--- src/rtl/dec2hex_converter_if.sv ---
// Handshake bundle between a requester (switch bank / button logic) and the
// BCD-to-binary converter. W must equal 4*DIGITS of the attached converter.
interface dec2hex_converter_if #(
    parameter int W = 8
);
    logic         start;
    logic [W-1:0] bcd_in;
    logic         busy;
    logic         done;
    logic         error;
    logic [W-1:0] bin_out;

    modport master (
        output start,
        output bcd_in,
        input  busy,
        input  done,
        input  error,
        input  bin_out
    );

    modport slave (
        input  start,
        input  bcd_in,
        output busy,
        output done,
        output error,
        output bin_out
    );
endinterface

--- src/rtl/dec2hex_converter.sv ---
// Sequential BCD-to-binary converter (reverse double-dabble): one right shift
// plus per-digit "subtract 3 if >= 8" correction per cycle, W steps in total.
module dec2hex_converter #(
    parameter int DIGITS = 2
) (
    input  logic               clock,
    input  logic               reset,
    dec2hex_converter_if.slave bus
);
    localparam int W  = 4 * DIGITS;
    localparam int CW = (W > 1) ? $clog2(W) : 1;

    typedef enum logic [1:0] {
        S_IDLE  = 2'd0,
        S_SHIFT = 2'd1,
        S_DONE  = 2'd2
    } state_t;

    state_t            r_state;
    state_t            w_state_next;
    logic [2*W-1:0]    r_work;
    logic [2*W-1:0]    w_shifted;
    logic [2*W-1:0]    w_stepped;
    logic [CW-1:0]     r_count;
    logic [DIGITS-1:0] w_digit_bad;
    logic              w_any_bad;
    logic              w_last_step;
    logic              r_error;
    logic [W-1:0]      r_bin_out;

    // Work register layout: {bcd[W-1:0], bin[W-1:0]}; the binary field fills from the top.
    assign w_shifted            = r_work >> 1;
    assign w_stepped[W-1:0]     = w_shifted[W-1:0];

    genvar gi;
    generate
        for (gi = 0; gi < DIGITS; gi++) begin : g_digit
            assign w_digit_bad[gi] = (bus.bcd_in[4*gi +: 4] > 4'd9);
            // A digit >= 8 has its MSB set; the correction never borrows across digits.
            assign w_stepped[W + 4*gi +: 4] = w_shifted[W + 4*gi + 3]
                                            ? (w_shifted[W + 4*gi +: 4] - 4'd3)
                                            : w_shifted[W + 4*gi +: 4];
        end
    endgenerate

    assign w_any_bad   = |w_digit_bad;
    assign w_last_step = (r_count == CW'(W - 1));

    always_comb begin
        w_state_next = r_state;
        case (r_state)
            S_IDLE: begin
                if (bus.start) begin
                    w_state_next = w_any_bad ? S_DONE : S_SHIFT;
                end
            end
            S_SHIFT: begin
                if (w_last_step) begin
                    w_state_next = S_DONE;
                end
            end
            S_DONE:  w_state_next = S_IDLE;
            default: w_state_next = S_IDLE;
        endcase
    end

    always_ff @(posedge clock) begin
        if (!reset) begin
            r_state   <= S_IDLE;
            r_work    <= '0;
            r_count   <= '0;
            r_error   <= 1'b0;
            r_bin_out <= '0;
        end else begin
            r_state <= w_state_next;
            case (r_state)
                S_IDLE: begin
                    if (bus.start) begin
                        r_work  <= {bus.bcd_in, {W{1'b0}}};
                        r_count <= '0;
                        if (w_any_bad) begin
                            r_error   <= 1'b1;
                            r_bin_out <= '0;
                        end
                    end
                end
                S_SHIFT: begin
                    r_work  <= w_stepped;
                    r_count <= r_count + CW'(1);
                    // Results are committed on the edge into DONE so they are valid alongside done.
                    if (w_last_step) begin
                        r_bin_out <= w_stepped[W-1:0];
                        r_error   <= 1'b0;
                    end
                end
                default: ;
            endcase
        end
    end

    assign bus.busy    = (r_state != S_IDLE);
    assign bus.done    = (r_state == S_DONE);
    assign bus.error   = r_error;
    assign bus.bin_out = r_bin_out;
endmodule

--- src/flat_wrapper.sv ---
// flat-port wrapper written by rule: the top's interface ports become plain ports
module dec2hex_converter_flat 
#(
    parameter int DIGITS = 2
)
  (clock, reset, bus_start, bus_bcd_in, bus_busy, bus_done, bus_error, bus_bin_out);
  dec2hex_converter_if #(.W(8)) bus_i ();
  input  logic clock;
  input  logic reset;
  input wire logic [$bits(bus_i.start)-1:0] bus_start;
  input wire logic [$bits(bus_i.bcd_in)-1:0] bus_bcd_in;
  output wire logic [$bits(bus_i.busy)-1:0] bus_busy;
  output wire logic [$bits(bus_i.done)-1:0] bus_done;
  output wire logic [$bits(bus_i.error)-1:0] bus_error;
  output wire logic [$bits(bus_i.bin_out)-1:0] bus_bin_out;
  assign bus_i.start = bus_start;
  assign bus_i.bcd_in = bus_bcd_in;
  assign bus_busy = bus_i.busy;
  assign bus_done = bus_i.done;
  assign bus_error = bus_i.error;
  assign bus_bin_out = bus_i.bin_out;
  dec2hex_converter #(.DIGITS(DIGITS)) u_core (.clock(clock), .reset(reset), .bus(bus_i));
endmodule
--- config.mk ---
export PLATFORM = sky130hd
export DESIGN_NAME = dec2hex_converter_flat
export DESIGN_NICKNAME = d
export VERILOG_FILES = /design/src/rtl/dec2hex_converter_if.sv /design/src/rtl/dec2hex_converter.sv /design/src/flat_wrapper.sv
export SDC_FILE = /design/constraint.sdc
export NUM_CORES = 1
export LEC_CHECK = 0
export ABC_AREA = 1
export CELL_PAD_IN_SITES_DETAIL_PLACEMENT = 1
export CELL_PAD_IN_SITES_GLOBAL_PLACEMENT = 1
export CORE_AREA = 5 5 56 95
export CTS_BUF_LIST = sky130_fd_sc_hd__clkbuf_4
export DETAILED_ROUTE_END_ITERATION = 10
export DIE_AREA = 0 0 61 100
export GPL_TIMING_DRIVEN = 0
export PLACE_DENSITY = 0.72
export SYNTH_ARGS = -nofsm -noshare
export SYNTH_HDL_FRONTEND = slang
export SYNTH_SLANG_ARGS = --single-unit
--- constraint.sdc ---
create_clock -name clock -period 3.1 [get_ports clock]
set_clock_uncertainty 0.05 [all_clocks]
set_input_delay 0.31 -clock clock [delete_from_list [all_inputs] [get_ports clock]]
set_output_delay 0.31 -clock clock [all_outputs]
set_load 0.02 [all_outputs]
Word-level counts from Yosys, hierarchy flattened --
Index checks and enable logic that the tools add are counted.
Word-level totals: register bits after elaboration 30, bits in latches 0, RAM bits 0, ROM bits 0, input bits 11, logic and storage cells 39, memories kept 0
Cells by class: add/sub/neg operators 2, multiply operators 0, div/mod/pow operators 0, magnitude comparators 2, equal/unequal tests 6, shift-type cells 0, mux-type cells 17, bitwise operators 0, reduce and logical (&&, ||, !) cells 7
Operators with widths (count):
- $pmux W16 S2 | 1
- $mux W8 | 3
- $mux W16 | 1
- $pmux W8 S2 | 1
- $gt A4 B4 Y1 const B | 2
- $mux W2 | 3
- $pmux W3 S2 | 1
- $mux W4 | 1
- $ne A2 B1 Y1 const B | 2
- $pmux W2 S2 | 1
- $reduce_and A2 Y1 | 2
- $reduce_and A4 Y1 | 1
- $reduce_bool A2 Y1 | 2
- $sub A4 B2 Y4 const B | 1
- $add A3 B1 Y3 const B | 1
- $eq A3 B3 Y1 const B | 1
- $mux W1 | 3
- $mux W3 | 1
- $eq A2 B1 Y1 const B | 1
- $eq A2 B2 Y1 const B | 1
- $logic_not A2 Y1 | 1
- $ne A2 B2 Y1 const B | 1
- $pmux W1 S2 | 1
- $reduce_or A2 Y1 | 1

Depth between registers and ports, before layout --
word-level depth 5, gate-level depth with buffers 9, mapped depth without buffers 8

Worst setup path before layout --
No wires, ideal clock.
path type flip-flop to flip-flop, start point register u_core.r_count[0], end point register u_core.r_bin_out[4], in the netlist u_core.bus.bin_out[4], library setup time 0.113 ns, arrival time 1.220 ns, required time 2.937 ns, path slack 1.717 ns, stages on the path, launching flop included 10, buffers on the path 1, clock period less this slack 1.383 ns, cell sequence dfxtp_1 -> ha_1 -> ha_1 -> nor2_4 -> nor2_4 -> nand2_4 -> buf_6 -> nand2_2 -> nand2_1 -> nor2_1
On the way: cells in the longest elaborated chain, start to end 3
Ends and longest elaborated chain:
- from (decl) | line dec2hex_converter.sv:24 | logic [CW-1:0] r_count;
- from (signal assigned) | line dec2hex_converter.sv:89 | r_count <= r_count + CW'(1);
- $eq A3 B3 Y1 | line dec2hex_converter.sv:47 | assign w_last_step = (r_count == CW'(W - 1));
- $ne A2 B1 Y1 (no source line)
- $reduce_and A4 Y1 (no source line)
- to (signal assigned) | line dec2hex_converter.sv:92 | r_bin_out <= w_stepped[W-1:0];
- to (decl) | line dec2hex_converter.sv:29 | logic [W-1:0] r_bin_out;
Every way passes these cells. A chain may end at the register's enable or synchronous reset.

Worst setup path in the final report --
start point register u_core.r_state[0], end point output port bus_busy
On the way: cells in the longest elaborated chain, start to end 1
Ends and longest elaborated chain:
- from (decl) | line dec2hex_converter.sv:19 | state_t r_state;
- from (signal assigned) | line dec2hex_converter.sv:75 | r_state <= w_state_next;
- $reduce_bool A2 Y1 | line dec2hex_converter.sv:101 | assign bus.busy = (r_state != S_IDLE);
- to (decl) | line flat_wrapper.sv:12 | output wire logic [$bits(bus_i.busy)-1:0] bus_busy;
Every way passes these cells.

==> results.json <==
{
  "synthMuxAreaShare_pct": 0,
  "yosys-top-cells-area": "dfxtp_1 45%, nand2_1 13%, a21oi_1 7.4%",
  "vdd_drop_max_v": 0.000248,
  "regArea_sq_um": 581,
  "synth.largest_area_cell": "dfxtp_1",
  "area_growth_pct": 25.9,
  "setup_viol": 0,
  "cts_resized": 0,
  "drtPass1Iterations": 4,
  "synth_flop_cell": "dfxtp_1",
  "multi_input_area_sq_um": 598,
  "dp_hpwl_um": 2460,
  "io_pins": 22,
  "outcome": "completed",
  "yosys_warnings": 0,
  "synth_top_family_by_area": "simple AND/OR/NAND/NOR gates",
  "overflow": 0,
  "drv_slew": 0,
  "dr_wl_met2_um": 1780,
  "critPathKind": "reg2out",
  "critPathMaxStageDelay_ns": 0.54,
  "grt_usage_pct": 12.8,
  "yosysMostFrequentCell": "nand2_1",
  "routedWlPerCell_um": 12.8,
  "ant_nets": 0,
  "hold_depth": 2,
  "highest_layer": "met4",
  "fin_util_pct": 36.8,
  "synth_top_cell_area_share_pct": 45.1,
  "synth_area_sq_um": 1290,
  "fin_nets": 218,
  "dieArea_sq_um": 6100,
  "drt-total-wl_um": 3270,
  "path_delay_family": "buffers and inverters",
  "synth_fa_ha_area_share_pct": 2.92,
  "synth_edf_count": 0,
  "via_per_inst": 4.66,
  "crit_cells": 3,
  "synth_cells": 176,
  "hold_viol_final": 0,
  "routed-wl-met3_um": 101,
  "worstRegToRegCells": 9,
  "relSlewSlack_pct": 69.0,
  "synth_compound_area_share_pct": 15.4,
  "setup_ws_ns": 1.12,
  "hold_path.class": "reg2reg",
  "insertion_delay_ns": 0.33,
  "syn_nets": 190,
  "initialDrtViolationCount": 23,
  "pre_cts_ws_ns": 1.15,
  "avgSynthCellArea_sq_um": 7.32,
  "synth_common_cells": "46 x nand2_1, 29 x dfxtp_1, 23 x nor2_1",
  "power.total_mw": 0.883,
  "hold_buffers": 0,
  "numClockSinks": 29,
  "vias": 1194,
  "critPathMaxFanout": 6,
  "synth.distinct_cells": 22,
  "clk_path_buf_depth": 2,
  "antenna_cells": 0,
  "place_area_sq_um": 1560,
  "tightest_slew_ns": 0.465,
  "drive_above_1_share_pct": 11.2,
  "met1Wirelength_um": 1300,
  "synth-xor-area-share_pct": 0.680,
  "rsz0062_at_grt": "false",
  "final_area_sq_um": 1620,
  "start_util_pct": 29.2,
  "worstPathArrival_ns": 1.62,
  "io_buffers": 21,
  "synthSimpleGateAreaFrac_pct": 27.5,
  "power.leakage_nw": 0.723,
  "clock_tree.root_cell": "clkbuf_4",
  "row_count": 32,
  "core-area_sq_um": 4400,
  "grt_pass1_vias": 1327,
  "grt_max_degree": 11,
  "fillers": 570,
  "drv_cap": 0,
  "drc_errors": 0,
  "cts_setup_buffers": 0,
  "antenna_found_initial": 0,
  "cts_tree": "done",
  "worst-path-buf-inv": 2,
  "ys_async_sr_fraction_pct": 0,
  "setup_tns_ns": 0,
  "cts_buffers": 5,
  "seq_area_frac_synth_pct": 45.1,
  "worstSetupStartpointType": "flop",
  "worstSetupEndpointType": "output port",
  "cellPowerDensity_nw_per_um2": 544,
  "die_w_um": 61,
  "timing.final.crit_share_pct": 63.9,
  "fmax_ghz": 0.505,
  "fin_crit_ns": 1.98,
  "crit_slowest_cell": "clkdlybuf4s50_1",
  "dieHeight_um": 100,
  "clk_pin_slew_ns": 0.09,
  "grt_pass1_wl_um": 5810,
  "worstPathRequired_ns": 2.74,
  "ys_ff_latch": 29,
  "h-tree-depth": 2,
  "gp_congestion": 0.749,
  "crit_chain": "nor2_1 -> inv_1 -> clkdlybuf4s50_1"
}
## registers in the layout, indices dropped and copies added (netlist names)
name	count
u_core.bus.bin_out	8
u_core.bus.error	1
u_core.r_count	3
u_core.r_state	2
u_core.r_work	15
## cells by family (layout without fill, tap and decap cells)
group | Yosys count | count (layout)
simple gates | 82 | 82
compound gates | 37 | 37
flops | 29 | 29
buf+inv | 24 | 53
fa+ha+maj | 3 | 3
xor+xnor | 1 | 1
## metrics by stage
stage,instances,hold WS [ns]
2_1_floorplan,176,0.378
5_1_grt,256,0.439
6_report,256,0.412
4_1_cts,256,0.420
3_5_place_dp,248,0.407
3_3_place_gp,248,0.395
## cells in the final DEF, fill, tap and decap left out
cell              n
dfxtp_1          29
inv_2             1
o21ai_2           1
nor2_1           23
clkbuf_4          8
buf_2             3
nand3_2           1
nor2_4            2
ha_1              3
nand2_4           1
xor2_1            1
o22ai_1           1
a21oi_1          19
buf_6             2
clkbuf_1          1
nand4_1           1
inv_1            17
clkdlybuf4s50_1  21
nand2_1          46
o21ai_0          11
nand2_2           4
nand3_1           4
o21bai_1          1
a31oi_1           4
## area by class of cell
type | instances | area share [%]
Timing Repair Buffer | 21 | 13.0
Tap cell | 51 | 3.94
Sequential cell | 29 | 35.8
Inverter | 18 | 4.17
Multi-Input combinational cell | 123 | 36.9
Clock buffer | 8 | 3.70
Buffer | 6 | 2.55
## final timing paths
path	start	end	slack (ns)
min	u_core.bus.error	u_core.bus.error	0.41
max	u_core.r_state[0]	bus_busy	1.12
max reg2reg	u_core.r_count[0]	u_core.bus.bin_out[5]	1.57
min reg2reg	u_core.bus.error	u_core.bus.error	0.41
## worst min-delay path: cells and delay by family, from the launching register on
family	cells	cell delay (ns)
flops	1	0.32
compound gates	1	0.06
buf+inv	1	0.05
## layer usage
| metal | track usage [%] | vias up |
|---|---|---|
| met2 | 23.2 | 15 |
| met1 | 12.3 | 556 |
| met5 | 0 | - |
| met4 | 7.18 | 0 |
| met3 | 3.60 | 7 |
| li1 | - | 616 |
## power breakdown
part | internal [mW] | switching (mW)
Sequential | 0.402 | 0.0206
Clock | 0.117 | 0.134
Combinational | 0.0894 | 0.120
(Power assumes the default switching activity.)
